--- config.mk ---
export PLATFORM = sky130hd
export DESIGN_NAME = pll_reset_sequencer
export DESIGN_NICKNAME = d
export VERILOG_FILES = /design/src/rtl/pll_reset_sequencer.sv
export SDC_FILE = /design/constraint.sdc
export NUM_CORES = 1
export LEC_CHECK = 0
export CAP_MARGIN = 15
export CORE_ASPECT_RATIO = 1.25
export CORE_MARGIN = 2
export CORE_UTILIZATION = 46
export CTS_BUF_LIST = sky130_fd_sc_hd__clkbuf_8 sky130_fd_sc_hd__clkbuf_16
export DETAILED_ROUTE_END_ITERATION = 6
export GPL_TIMING_DRIVEN = 0
export HOLD_SLACK_MARGIN = 0.12
export PLACE_DENSITY_LB_ADDON = 0.08
export REMOVE_ABC_BUFFERS = 1
export SYNTH_ARGS = -nofsm -noshare
export SYNTH_HDL_FRONTEND = slang
export SYNTH_SLANG_ARGS = --single-unit
--- constraint.sdc ---
create_clock -name clk -period 2.2 [get_ports clk]
set_clock_uncertainty 0.1 [all_clocks]
set_input_delay 0.44 -clock clk [delete_from_list [all_inputs] [get_ports clk]]
set_output_delay 0.44 -clock clk [all_outputs]
set_load 0.02 [all_outputs]
--- src/rtl/pll_reset_sequencer.sv ---
// ============================================================================
// Module   : pll_reset_sequencer
// Brief    : Holds SB_PLL40_CORE in reset, waits for a debounced LOCK, then
//            releases an active-high system reset; re-sequences on lock loss,
//            lock timeout or restart. Optional macro PLL_RESET_SEQ_LOSS_COUNT_EN
//            adds the lock_loss_count output.
// Revision : 1.0 - initial release
// ============================================================================
`default_nettype none

module pll_reset_sequencer #(
  parameter int PLL_RST_CYCLES     = 16,
  parameter int LOCK_TIMEOUT       = 65535,
  parameter int LOCK_STABLE_CYCLES = 1024,
  parameter int MAX_RETRIES        = 7,
  parameter int CNT_W              = 16
) (
  input  logic       clk,
  input  logic       reset,
  input  logic       pll_lock,
  input  logic       restart,
  output logic       pll_resetb,
  output logic       sys_reset,
  output logic       ready,
  output logic       fail,
`ifdef PLL_RESET_SEQ_LOSS_COUNT_EN
  output logic [7:0] lock_loss_count,
`endif
  output logic [7:0] retry_count
);

  typedef enum logic [2:0] {
    ST_PLL_RST   = 3'd0,
    ST_WAIT_LOCK = 3'd1,
    ST_STABLE    = 3'd2,
    ST_RUN       = 3'd3,
    ST_FAIL      = 3'd4
  } state_t;

  localparam logic [CNT_W-1:0] C_RST_LAST    = CNT_W'(PLL_RST_CYCLES - 1);
  localparam logic [CNT_W-1:0] C_TIMEOUT_LAST = CNT_W'(LOCK_TIMEOUT - 1);
  localparam logic [CNT_W-1:0] C_STABLE_LAST = CNT_W'(LOCK_STABLE_CYCLES - 1);

  state_t           state_q, state_d;
  logic [CNT_W-1:0] cnt_q, cnt_d;
  logic [7:0]       retry_q, retry_d;
  logic             lock_meta_q, lock_meta_d;
  logic             lock_s_q, lock_s_d;
  logic             pll_resetb_q, pll_resetb_d;
  logic             sys_reset_q, sys_reset_d;
  logic             ready_q, ready_d;
  logic             fail_q, fail_d;
  logic [7:0]       retry_inc;
`ifdef PLL_RESET_SEQ_LOSS_COUNT_EN
  logic [7:0]       loss_q, loss_d;
`endif

  assign retry_inc = (retry_q == 8'hFF) ? retry_q : retry_q + 8'd1;

  always_ff @(posedge clk or posedge reset) begin
    if (reset) begin
      state_q      <= ST_PLL_RST;
      cnt_q        <= '0;
      retry_q      <= '0;
      lock_meta_q  <= 1'b0;
      lock_s_q     <= 1'b0;
      pll_resetb_q <= 1'b0;
      sys_reset_q  <= 1'b1;
      ready_q      <= 1'b0;
      fail_q       <= 1'b0;
`ifdef PLL_RESET_SEQ_LOSS_COUNT_EN
      loss_q       <= '0;
`endif
    end else begin
      state_q      <= state_d;
      cnt_q        <= cnt_d;
      retry_q      <= retry_d;
      lock_meta_q  <= lock_meta_d;
      lock_s_q     <= lock_s_d;
      pll_resetb_q <= pll_resetb_d;
      sys_reset_q  <= sys_reset_d;
      ready_q      <= ready_d;
      fail_q       <= fail_d;
`ifdef PLL_RESET_SEQ_LOSS_COUNT_EN
      loss_q       <= loss_d;
`endif
    end
  end

  always_comb begin
    state_d     = state_q;
    cnt_d       = cnt_q;
    retry_d     = retry_q;
    lock_meta_d = pll_lock;
    lock_s_d    = lock_meta_q;
`ifdef PLL_RESET_SEQ_LOSS_COUNT_EN
    loss_d      = loss_q;
`endif

    if (restart) begin
      state_d = ST_PLL_RST;
      cnt_d   = '0;
      retry_d = '0;
    end else begin
      case (state_q)
        ST_PLL_RST: begin
          if (cnt_q == C_RST_LAST) begin
            state_d = ST_WAIT_LOCK;
            cnt_d   = '0;
          end else begin
            cnt_d = cnt_q + 1'b1;
          end
        end
        ST_WAIT_LOCK: begin
          // A lock seen on the timeout cycle still wins over the retry.
          if (lock_s_q) begin
            state_d = ST_STABLE;
            cnt_d   = '0;
          end else if (cnt_q == C_TIMEOUT_LAST) begin
            retry_d = retry_inc;
            cnt_d   = '0;
            if ((MAX_RETRIES != 0) && (int'({24'd0, retry_inc}) >= MAX_RETRIES)) begin
              state_d = ST_FAIL;
            end else begin
              state_d = ST_PLL_RST;
            end
          end else begin
            cnt_d = cnt_q + 1'b1;
          end
        end
        ST_STABLE: begin
          if (!lock_s_q) begin
            state_d = ST_WAIT_LOCK;
            cnt_d   = '0;
          end else if (cnt_q == C_STABLE_LAST) begin
            state_d = ST_RUN;
            cnt_d   = '0;
          end else begin
            cnt_d = cnt_q + 1'b1;
          end
        end
        ST_RUN: begin
          if (!lock_s_q) begin
            state_d = ST_PLL_RST;
            cnt_d   = '0;
`ifdef PLL_RESET_SEQ_LOSS_COUNT_EN
            loss_d  = (loss_q == 8'hFF) ? loss_q : loss_q + 8'd1;
`endif
          end
        end
        ST_FAIL: begin
          state_d = ST_FAIL;
        end
        default: begin
          state_d = ST_PLL_RST;
          cnt_d   = '0;
        end
      endcase
    end

    // Outputs lag the state register by one cycle; unknown encodings decode as reset.
    pll_resetb_d = 1'b0;
    sys_reset_d  = 1'b1;
    ready_d      = 1'b0;
    fail_d       = 1'b0;
    case (state_q)
      ST_WAIT_LOCK, ST_STABLE: pll_resetb_d = 1'b1;
      ST_RUN: begin
        pll_resetb_d = 1'b1;
        sys_reset_d  = 1'b0;
        ready_d      = 1'b1;
      end
      ST_FAIL: fail_d = 1'b1;
      default: ;
    endcase
  end

  assign pll_resetb  = pll_resetb_q;
  assign sys_reset   = sys_reset_q;
  assign ready       = ready_q;
  assign fail        = fail_q;
  assign retry_count = retry_q;
`ifdef PLL_RESET_SEQ_LOSS_COUNT_EN
  assign lock_loss_count = loss_q;
`endif

endmodule

`default_nettype wire

==> impl_metrics.csv <==
group,metric,value,unit
sta,timing.final.ws_setup,92.9,ps
cts,clk_pin_slew_worst_paths,70,ps
drt,via_count,1606,
power,p_per_area,725,nW/um^2
sta,fmax,0.475,GHz
cells_and_area,regArea,828,um^2
setup_path,cp.arrival,2150,ps
drt,drt-total-wl,4.06,mm
cells_and_area,multi_input_area,1020,um^2
yosys,yosysTopAreaCellShare,42.3,%
cells_and_area,drive_gt1_share,17.6,%
cts,htree_num_levels,2,
yosys,ys.flop_type,"dfrtp_1",
power,cellLeakagePower,0.997,nW
global_route,antenna_found_initial,0,
setup_path,cp_max_fo,5,
setup_path,critical_path.max_stage_delay,540,ps
floorplan,num_rows,26,
cells_and_area,nFillCells,372,
yosys,synth_top_cells_by_area,"dfrtp_1, a21oi_1, nor2_1, nand3_1, nand4_1",
global_route,grtUsageMet2,33.3,%
global_route,grt_max_degree,37,
cts,cts_root_buf,"clkbuf_8",
cts,cts_made_buffers,5,
yosys,syn_inst,197,
cells_and_area,area_growth_syn_to_layout,24.2,%
yosys,synth-edff-count,0,
sta,finalCritPeriodShare,95.8,%
yosys,synthArstFlopShare,100,%
placement,dp_cells,258,
placement,dp_hpwl,2.75,mm
global_route,grt_pass1_vias,1429,
setup_path,worstSetupStartpointType,"flip-flop",
floorplan,die-area,4650,um^2
job,max-cap-violations,0,
sta,finalCriticalPeriod,2110,ps
cts,clock_sinks,33,
power,total_power,1.71,mW
hold_path,hold_path.class,"flip-flop to flip-flop",
floorplan,die_y,75.7,um
setup_path,critPathMostFrequentCell,"nor3_4",
sta,drv_slew,0,
yosys,yosysSeqAreaShare,43.7,%
outcome,status,"finished, final reports clean",
global_route,top_usage_layer,"met2",
drt,drt-pass1-iter-count,4,
sta,finalHoldViolations,0,
placement,dpl_cell_area,2080,um^2
cells_and_area,final_cells,277,
cells_and_area,fin_nets,227,
yosys,synth_most_common_cell,"dfrtp_1",
setup_path,critPathTopFamily,"simple AND/OR/NAND/NOR gates",
sta,slew_headroom,50.4,%
sta,holdWs,246,ps
sta,worst_slew_pin_slew,744,ps
yosys,ys_top_cells_by_count,"dfrtp_1, nor2_1, a21oi_1, nand3_1, nand2_1",
global_route,grt_use_met3,3.57,%
yosys,synth_warnings,0,
yosys,synth_cell_types,54,
drt,drt_iter0_markers,110,
floorplan,coreArea,4030,um^2
drt,routedWlPerCell,14.6,um
cells_and_area,final_cell_area,2350,um^2
placement,dp_slack,-861,ps
setup_path,critical_path_class,"flip-flop to flip-flop",
cts,cts_tree,"done",
drt,drc,0,
drt,antenna_left,0,
yosys,syn_avg_cell_area,9.62,um^2
setup_path,crit_required,2240,ps
global_route,overflow,0,
setup_path,crit_slowest_cell,"or4_4",
power,peakVddDrop,0.380,mV
placement,port_buffers,15,
placement,gp_congestion,0.797,
drt,via_per_inst,5.80,
cells_and_area,antenna_cells,0,
yosys,ys_ff_latch,33,
global_route,track_usage,19.2,%
yosys,synthesis.area,1890,um^2
floorplan,die_width,61.4,um
global_route,grt_pass1_wl,6.60,mm
setup_path,worstPathCellList,"or4_4 > nor3_4 > buf_6 > a21oi_4 > nor3_4 > buf_4 > a211oi_1",
sta,setup_violations,0,
cts,worstSkewPairLatency,290,ps
floorplan,io_pins,16,
setup_path,critPathBufInv,2,
cts,clock_tree.buffer_depth,2,
floorplan,start_util,47.0,%
setup_path,cp-end-kind,"flip-flop",
yosys,yosys.area.top_type,"dfrtp_1",
global_route,grtUsageMet1,23.1,%
[worst reg2reg max path, cell delays in order, from the launching register on]
cell and delay (ps):
dfrtp_1 390, or4_4 540, nor3_4 230, buf_6 140, a21oi_4 60, nor3_4 260, buf_4 180, a211oi_1 60
[worst paths after layout]
path | start | endpoint | slack, ps | cells past startpoint
max in group asynchronous | reset | sys_reset$_DFF_PP1_ | 910 | 3
hold reg to reg | lock_meta_q$_DFF_PP0_ | lock_s_q$_DFF_PP0_ | 250 | 0
setup / recovery | cnt_q[12]$_DFFE_PP0P_ | cnt_q[11]$_DFFE_PP0P_ | 90 | 7
min in group asynchronous | reset | pll_resetb$_DFF_PP0_ | 480 | 2
hold / removal | lock_meta_q$_DFF_PP0_ | lock_s_q$_DFF_PP0_ | 250 | 0
setup reg to reg | cnt_q[12]$_DFFE_PP0P_ | cnt_q[11]$_DFFE_PP0P_ | 90 | 7
[routing by layer]
layer,part of all wire [%],up-vias
met4,1.4,0
met2,54,30
met3,2.7,5
met1,42,788
met5,0,-
li1,-,783
[power breakdown]
part           switching [mW]  total, mW  leakage (nW)  internal, mW
clock network           0.234      0.685        0.0681         0.450
registers              0.0507      0.705         0.445         0.654
logic                   0.167      0.317         0.485         0.150
[layout make-up]
| class | count | share of cell area, % |
|---|---|---|
| Timing Repair Buffer | 27 | 11.5 |
| Inverter | 8 | 1.28 |
| Clock inverter | 3 | 2.76 |
| Sequential cell | 33 | 35.2 |
| Clock buffer | 5 | 2.92 |
| Multi-Input combinational cell | 145 | 43.4 |
| Tap cell | 56 | 2.98 |
[kinds of logic (layout without fill, tap and decap cells)]
logic type	count (synthesis)	count (layout)	share of synthesized area, %
AO/OA/AOI/OAI	48	48	17.8
XOR/XNOR	6	6	2.77
adder cells (fa/ha/maj)	3	3	1.98
buffers and inverters	19	43	4.89
flip-flops	33	33	43.7
multiplexers	4	4	2.11
AND/OR/NAND/NOR	84	84	26.8
[flip-flops by register name (all words and copies together) (netlist names)]
register	flops
state_q	3
retry_count	8
pll_resetb	1
ready	1
fail	1
lock_s_q	1
sys_reset	1
cnt_q	16
lock_meta_q	1
[layout by cell type (no fill, tap or decap), drive strengths merged, types with 4 or more instances in the layout]
cell and n:
and3 6, a21oi 15, a31oi 4, xor2 5, clkbuf 5, o21ai 7, nor2 18, nand2 9
nand4 8, a211oi 4, dfrtp 32, inv 8, mux2i 4, buf 13, nand3 12, o211ai 5
nor3 9, clkdlybuf4s50 14
[what timing repair did]
action                                  CTS  global route
gates resized for setup                   7            11
gates cloned                              0             0
endpoints found under the setup margin   19            21
buffers inserted                          7             4
pin swaps                                 4             4
hold buffers                              0             0
[stage by stage]
step | TNS [ps] | util (%)
floorplan | 0 | -
global placement | -11850 | 50.9
detailed placement | -12460 | 51.6
CTS | 0 | 56.7
global route | -1.99 | 58.3
finish | 0 | 58.3
Note: power is estimated with default switching activity, not from simulation.
